`src/rtl/viterbi_codec_k3.sv`:
```
// Rate-1/2, K=3 convolutional encoder (g0=111, g1=101) and a 4-state
// hard-decision Viterbi decoder using register-exchange survivors.
// Encoder and decoder paths are fully independent.
module viterbi_codec_k3 #(
  parameter int TB_DEPTH = 16,
  parameter int METRIC_W = 8
) (
  input  logic       clk,
  input  logic       rst,
  input  logic       enc_enable_i,
  input  logic       enc_d_in,
  output logic       enc_valid_o,
  output logic [1:0] enc_d_out,
  input  logic       dec_enable,
  input  logic [1:0] dec_d_in,
  output logic       dec_valid_o,
  output logic       dec_d_out
);

  localparam int CNT_W = $clog2(TB_DEPTH + 1);
  localparam logic [METRIC_W-1:0] PM_MAX  = '1;
  // Non-zero start states are penalised so decoding begins from state 00.
  localparam logic [METRIC_W-1:0] PM_INIT = (METRIC_W > 4) ? METRIC_W'(16) : PM_MAX;
  localparam logic [CNT_W-1:0]    CNT_FULL = CNT_W'(TB_DEPTH);

  // Saturating metric add: a path metric can never wrap around.
  function automatic logic [METRIC_W-1:0] sat_add(input logic [METRIC_W-1:0] a,
                                                  input logic [1:0] b);
    logic [METRIC_W:0] s;
    s = {1'b0, a} + {{(METRIC_W-1){1'b0}}, b};
    return s[METRIC_W] ? PM_MAX : s[METRIC_W-1:0];
  endfunction

  // Hamming distance between two 2-bit symbols.
  function automatic logic [1:0] ham2(input logic [1:0] a, input logic [1:0] b);
    logic [1:0] x;
    x = a ^ b;
    return {x[1] & x[0], x[1] ^ x[0]};
  endfunction

  // Code symbol produced when bit b enters from state st = {s1,s0}.
  function automatic logic [1:0] exp_sym(input logic [1:0] st, input logic b);
    return {b ^ st[0] ^ st[1], b ^ st[1]};
  endfunction

  // ---------------- encoder ----------------
  logic [1:0] enc_s_q, enc_s_d;
  logic [1:0] enc_out_q, enc_out_d;
  logic       enc_vld_q, enc_vld_d;

  // Encoder next state: shift the new bit into s0, hold when disabled.
  always_comb begin
    enc_s_d   = enc_s_q;
    enc_out_d = enc_out_q;
    enc_vld_d = enc_enable_i;
    if (enc_enable_i) begin
      enc_out_d = exp_sym(enc_s_q, enc_d_in);
      enc_s_d   = {enc_s_q[0], enc_d_in};
    end
  end

  // Encoder registers.
  always_ff @(posedge clk or negedge rst) begin
    if (!rst) begin
      enc_s_q   <= '0;
      enc_out_q <= '0;
      enc_vld_q <= 1'b0;
    end else begin
      enc_s_q   <= enc_s_d;
      enc_out_q <= enc_out_d;
      enc_vld_q <= enc_vld_d;
    end
  end

  assign enc_valid_o = enc_vld_q;
  assign enc_d_out   = enc_out_q;

  // ---------------- decoder ----------------
  logic [METRIC_W-1:0] pm_q [4];
  logic [METRIC_W-1:0] pm_d [4];
  logic [TB_DEPTH-1:0] path_q [4];
  logic [TB_DEPTH-1:0] path_d [4];
  logic [METRIC_W-1:0] cand_a [4];
  logic [METRIC_W-1:0] cand_b [4];
  logic [METRIC_W-1:0] acs_m [4];
  logic [TB_DEPTH-1:0] acs_p [4];
  logic [METRIC_W-1:0] min_m;
  logic [1:0]          best;
  logic [CNT_W-1:0]    cnt_q, cnt_d, cnt_inc;
  logic                dout_q, dout_d;
  logic                dvld_q, dvld_d;

  // Add-compare-select for next state ns={s0,b}: predecessors are {0,s0} and
  // {1,s0}; ties go to the s1=0 predecessor. Then pick the best state,
  // normalise metrics and advance the survivors.
  always_comb begin
    for (int ns = 0; ns < 4; ns++) begin
      cand_a[ns] = sat_add(pm_q[ns/2],
                           ham2(dec_d_in, exp_sym(2'(ns/2), 1'(ns))));
      cand_b[ns] = sat_add(pm_q[2 + ns/2],
                           ham2(dec_d_in, exp_sym(2'(2 + ns/2), 1'(ns))));
      if (cand_b[ns] < cand_a[ns]) begin
        acs_m[ns] = cand_b[ns];
        acs_p[ns] = {path_q[2 + ns/2][TB_DEPTH-2:0], 1'(ns)};
      end else begin
        acs_m[ns] = cand_a[ns];
        acs_p[ns] = {path_q[ns/2][TB_DEPTH-2:0], 1'(ns)};
      end
    end

    min_m = acs_m[0];
    best  = 2'd0;
    for (int i = 1; i < 4; i++) begin
      if (acs_m[i] < min_m) begin
        min_m = acs_m[i];
        best  = 2'(i);
      end
    end

    cnt_inc = (cnt_q == CNT_FULL) ? cnt_q : cnt_q + 1'b1;

    for (int i = 0; i < 4; i++) begin
      pm_d[i]   = pm_q[i];
      path_d[i] = path_q[i];
    end
    cnt_d  = cnt_q;
    dout_d = dout_q;
    dvld_d = 1'b0;
    if (dec_enable) begin
      for (int i = 0; i < 4; i++) begin
        pm_d[i]   = acs_m[i] - min_m;
        path_d[i] = acs_p[i];
      end
      cnt_d  = cnt_inc;
      dout_d = acs_p[best][TB_DEPTH-1];
      dvld_d = (cnt_inc == CNT_FULL);
    end
  end

  // Decoder registers: metrics, survivors, fill counter and output.
  always_ff @(posedge clk or negedge rst) begin
    if (!rst) begin
      pm_q[0] <= '0;
      pm_q[1] <= PM_INIT;
      pm_q[2] <= PM_INIT;
      pm_q[3] <= PM_INIT;
      for (int i = 0; i < 4; i++) path_q[i] <= '0;
      cnt_q  <= '0;
      dout_q <= 1'b0;
      dvld_q <= 1'b0;
    end else begin
      for (int i = 0; i < 4; i++) begin
        pm_q[i]   <= pm_d[i];
        path_q[i] <= path_d[i];
      end
      cnt_q  <= cnt_d;
      dout_q <= dout_d;
      dvld_q <= dvld_d;
    end
  end

  assign dec_valid_o = dvld_q;
  assign dec_d_out   = dout_q;

endmodule

```
`config.mk`:
```
export PLATFORM = sky130hd
export DESIGN_NAME = viterbi_codec_k3
export DESIGN_NICKNAME = d
export VERILOG_FILES = /design/src/rtl/viterbi_codec_k3.sv
export SDC_FILE = /design/constraint.sdc
export NUM_CORES = 1
export LEC_CHECK = 0
export CORE_ASPECT_RATIO = 0.6
export CORE_MARGIN = 8
export CORE_UTILIZATION = 45
export CTS_BUF_LIST = sky130_fd_sc_hd__clkbuf_16
export CTS_CLUSTER_DIAMETER = 80
export DETAILED_ROUTE_END_ITERATION = 8
export PLACE_DENSITY_LB_ADDON = 0.15
export SLEW_MARGIN = 20
export SYNTH_ARGS = -nofsm -noshare
export SYNTH_HDL_FRONTEND = slang
export SYNTH_SLANG_ARGS = --single-unit
```
`constraint.sdc`:
```
create_clock -name clk -period 27.4 [get_ports clk]
set_clock_uncertainty 0.15 [all_clocks]
set_input_delay 4.11 -clock clk [delete_from_list [all_inputs] [get_ports clk]]
set_output_delay 4.11 -clock clk [all_outputs]
set_load 0.02 [all_outputs]
```
Word level (Yosys, flattened, before mapping)
Cells that the tools add are included.

storage, ports and cells
  input bits = 7
  bits in writable memories = 0
  memories = 0
  logic and storage cells = 79
  register bits after elaboration = 104
  output and inout port bits = 5
  latch bits = 0
  ROM bits = 0

operators by class
  equality and inequality tests = 2
  shift-type cells = 0
  multiply operators = 0
  $lt $le $gt $ge = 8
  div/mod/pow operators = 0
  add/sub/neg operators = 13
  reductions and logical operators = 0
  bitwise gates (word level) = 15
  muxes and demuxes = 27

operators with widths
  operator             number
  $mux 8               15
  $mux 16              6
  $add 8x2->9          8
  $lt 8x8->1           7
  $bmux 16 s2          1
  $sub 8x8->8          4
  $eq 5x5->1 const B   2
  $xor 1x1->1          7
  $add 5x1->5 const B  1
  $mux 5               1
  $and 1x1->1          4
  $mux 2               2
  $ge 3x3->1 const B   1
  $not 2->3            1
  $mux 1               2
  $not 1->1            2
  $not 2->2            1

Longest topological paths before layout
  depth in word-level cells = 16
  mapped depth = 58
  mapped depth without buffers = 55

Worst setup path after synthesis
OpenSTA, ideal clock, no wires.

  path type = input -> register
  start point = in dec_d_in[0]
  end point = reg pm_q[14] in the netlist's numbering
  required time = 27.125 ns
  arrival = 15.304 ns
  setup slack = 11.821 ns
  setup time = 0.125 ns
  buffers on the path = 3
  stages = 54
  path through = inv_1 ha_1 ha_1 nor2b_1 o21ai_1 nand2_1 and3_1 o21ai_0 inv_1 ha_1 a21oi_1 o21ai_0 a21oi_1 nand2_1 a21oi_1 clkbuf_1 mux2i_1 inv_1 [... 18 more ...] nor2b_1 o21ai_0 nand2b_1 a21o_1 nor3_1 clkbuf_1 nand2_1 clkbuf_1 a21oi_1 ha_1 inv_1 ha_1 a2111oi_0 o2bb2ai_1 maj3_2 maj3_2 xor2_1 mux2_2

between the ends
  word-level cells in the longest chain between the ends = 13
  elaborated cells on any way between the ends = 41
  classes of those cells = add/sub (9); order compare (7); mux (15); bitwise (10)

RTL lines
  element                                            RTL line  source
  from (decl)                                        15        input logic [1:0] dec_d_in,
  $not 2->2 (no source line)                         n/a
  $xor 1x1->1 / $and 1x1->1 (equally long branches)  38        return {x[1] & x[0], x[1] ^ x[0]};
  $add 8x2->9                                        30        s = {1'b0, a} + {{(METRIC_W-1){1'b0}}, b};
  $mux 8                                             31        return s[METRIC_W] ? PM_MAX : s[METRIC_W-1:0];
  $lt 8x8->1                                         102       if (cand_b[ns] < cand_a[ns]) begin
  $mux 8                                             102
  $lt 8x8->1                                         114       if (acs_m[i] < min_m) begin
  $mux 8                                             114
  $lt 8x8->1                                         114
  $mux 8                                             114
  $lt 8x8->1                                         114
  $mux 8                                             114
  $sub 8x8->8 *                                      131       pm_d[i] = acs_m[i] - min_m;
  to (signal, indexed assignment)                    153       pm_q[i] <= pm_d[i];
  to (decl)                                          79        logic [METRIC_W-1:0] pm_q [4];

Every way passes the cells marked *; elsewhere a longest branch is shown, timed or not.
A chain may end at the register's enable or synchronous reset.

Worst setup path in the final report
Same ends and word-level chain as after synthesis.

==> results.md <==
* Run status: completed
* Synthesis-stage register bit count at 99
* Port buffer count at 11
* Post-synth EDFFs at 0
* Synth cell types at just over 90
* GP Congestion at 0.936
* Most common cell after layout, fill and taps aside: nand2_1
* Initial detailed-routing violation count at 772
* Die area at between 20,000 and 30,000 um^2
* Synth top area cells: dfrtp_1 25%, ha_1 9.5%, mux2i_1 6.3%, nand2_1 5.7%, nor2_1 5.0%
* CP delay by family, top: compound AO/OA/AOI/OAI gates
* Number of setup buffers added after CTS at 0
* Area Growth Syn to Fin at 6.33%
* Overall Global Routing Usage at 0.210
* Critical R2R Capture: pm_q[14]
* Final ANT Viol Nets at 0
* CP Class: in2reg
* Cts hold-fix bufs at 0
* Pin count of the biggest net entering global routing at just under 80
* Final net count at roughly 1,200
* Syn_area_per_cell at about 8 um^2
* Worst flop-to-flop path startpoint: pm_q[8]
* Worst-path maximum fanout at 21
* Hold Fails Final Rpt at 0
* Core ar. at 20,900 um^2
* Drt pass-1 iters at 5
* Antenna violations before repair at 0
* Area leader, netlist: dfrtp_1
* Overall die height at 129 um
* Initial core utilization at 0.455
* Longest Clk Path Bufs at 2
* First-pass GRT wire length at approximately 43 mm
* Buffers & Inverters on Critical Path at 5
* Global route total overflow at 0
* Mapped Nets at 1,260
* Clock H-tree levels at 3
* Sequential area share after synthesis at 0.261
* N_diodes at 0
* Synthesized cell area at 9490 um^2
* CP max stage delay at 0.79 ns
* # clock sinks at 99
* Syn. warnings at 0
* Non-filler instance count after layout at roughly 1,400
* Startpoint Class: input pin
* Slowest cell on the critical path: nand2_1
* Max Cap Viol at 0
* Storage element area at 2480 um^2
* R2r setup slk at 13.17 ns
* CP dominant cell by count: ha_1
* Critical Path RT at 27.50 ns
* Post-Syn Instances at about 1,200
* Io pins at 12
* Worst skew pair latency at roughly 0.37 ns
* Max Clock Freq at 53.7 MHz
* CP Capture Type: register
* TritonCTS Buffers at 9
* Filler cells at roughly 2,000
* Final setup viols at 0
* Worst Hold Launch: path_q[0]
* Ratio of cells with drive above 1 in the final layout at 0.0830
* Ys async rst share at 1.00
* Worst Hold Path Cells at 1
* Post-synth top flop: dfrtp_1
* Via count at 8,454
* Routed wire length at 27.3 mm
* Vias in the first global route at 7,588
* Fin crit share at 0.680
* Setup tns final at 0 ns
* Endpoint, Worst Hold: path_q[0]
* Worst-path clk slew at 0.08 ns
* Vias per inst at 5.89
* Max-slew violations at 0
* Post-DP HPWL at about 21 mm
* Row cnt at 41
* Top cell type's share of synthesized area at 0.253
* Root Buffer Master: clkbuf_16
* RSZ-0062 raised after global routing: false
* Slew headroom at 0.294
* Critical path arrival at 18.72 ns
* Min Clock Period, post-route at between 15 and 20 ns
* R2r worst-path depth at 45
* Area of the multi-input gates at between 6000 and 7000 um^2
* Post-Place Cells at 1,419
* Die width at around 200 um
* Most frequent cells in the layout: 144 x nand2_1, 127 x nor2_1, 96 x dfrtp_1
* Routed length per instance at 19.1 um
* CTS resizes at 0
* HP Class: reg2reg
* Drt drc at 0
* TritonCTS clock tree: yes
* Worst slew pin tran at 1.06 ns
## cell usage after synthesis (all sizes together), types with 6 or more instances
cell,instances
a21oi,96
nand2,144
a22oi,6
dfrtp,96
a31oi,24
buf,16
mux2i,60
nor3,21
nand4,12
ha,72
or3,7
a31o,6
o21ai,62
a21o,20
o21a,14
a211oi,8
nor2,129
mux2,26
nand2b,15
nand3,35
and2,9
clkbuf,40
or2,11
and3,14
nor2b,7
o211ai,9
maj3,9
xnor2,47
inv,57
xor2,19
## worst max-delay path by stage
stage | from | to | slack [ns] | depth (start not counted)
after detailed placement | dec_d_in[0] | pm_q[14] | 8.72 | 48
after global placement | dec_d_in[0] | pm_q[14] | 9.28 | 48
after floorplan | dec_d_in[0] | pm_q[14] | 11.82 | 54
after global routing | dec_d_in[0] | pm_q[14] | 7.87 | 48
after CTS | dec_d_in[0] | pm_q[14] | 9.08 | 48
final | dec_d_in[0] | pm_q[14] | 8.78 | 48
## layer usage
layer,part of all wire,wire [um],GRT usage
met5,0,0,0
met4,0.0083,228,0.0399
met3,0.087,2390,0.0663
met2,0.35,9680,0.252
met1,0.55,15000,0.344
## final cells by class
class | count | share of cell area
Multi-Input combinational cell | 965 | 0.651
Sequential cell | 99 | 0.246
Tap cell | 279 | 0.0346
Clock buffer | 9 | 0.0223
Inverter | 57 | 0.0212
Timing Repair Buffer | 19 | 0.0164
Clock inverter | 7 | 0.00880
## flip-flops by register name, summed over array words and instances (netlist names)
register / count
cnt_q: 5
dec_d_out: 1
dec_valid_o: 1
enc_d_out: 2
enc_s_q: 2
enc_valid_o: 1
path_q: 55
pm_q: 32
## logic make-up after synthesis
family | share of synthesized area
multiplexers | 0.0941
flip-flops | 0.261
AND/OR/NAND/NOR | 0.209
XOR/XNOR | 0.0617
buffers and inverters | 0.0489
AO/OA/AOI/OAI | 0.212
adder cells (fa/ha/maj) | 0.114
## metrics by stage
stage | setup WS (ns) | cell area, um^2 | hold slack [ns] | utilization
2_1_floorplan | 11.82 | 9490 | 0.289 | -
3_3_place_gp | 9.28 | 9780 | 0.306 | 0.468
3_5_place_dp | 8.72 | 9780 | 0.309 | 0.468
4_1_cts | 9.08 | 10100 | 0.328 | 0.483
5_1_grt | 7.87 | 10100 | 0.362 | 0.483
6_report | 8.78 | 10100 | 0.331 | 0.483
Power is not shown: default switching activity piles up to over one toggle a cycle in this logic, so the estimate is an artifact.
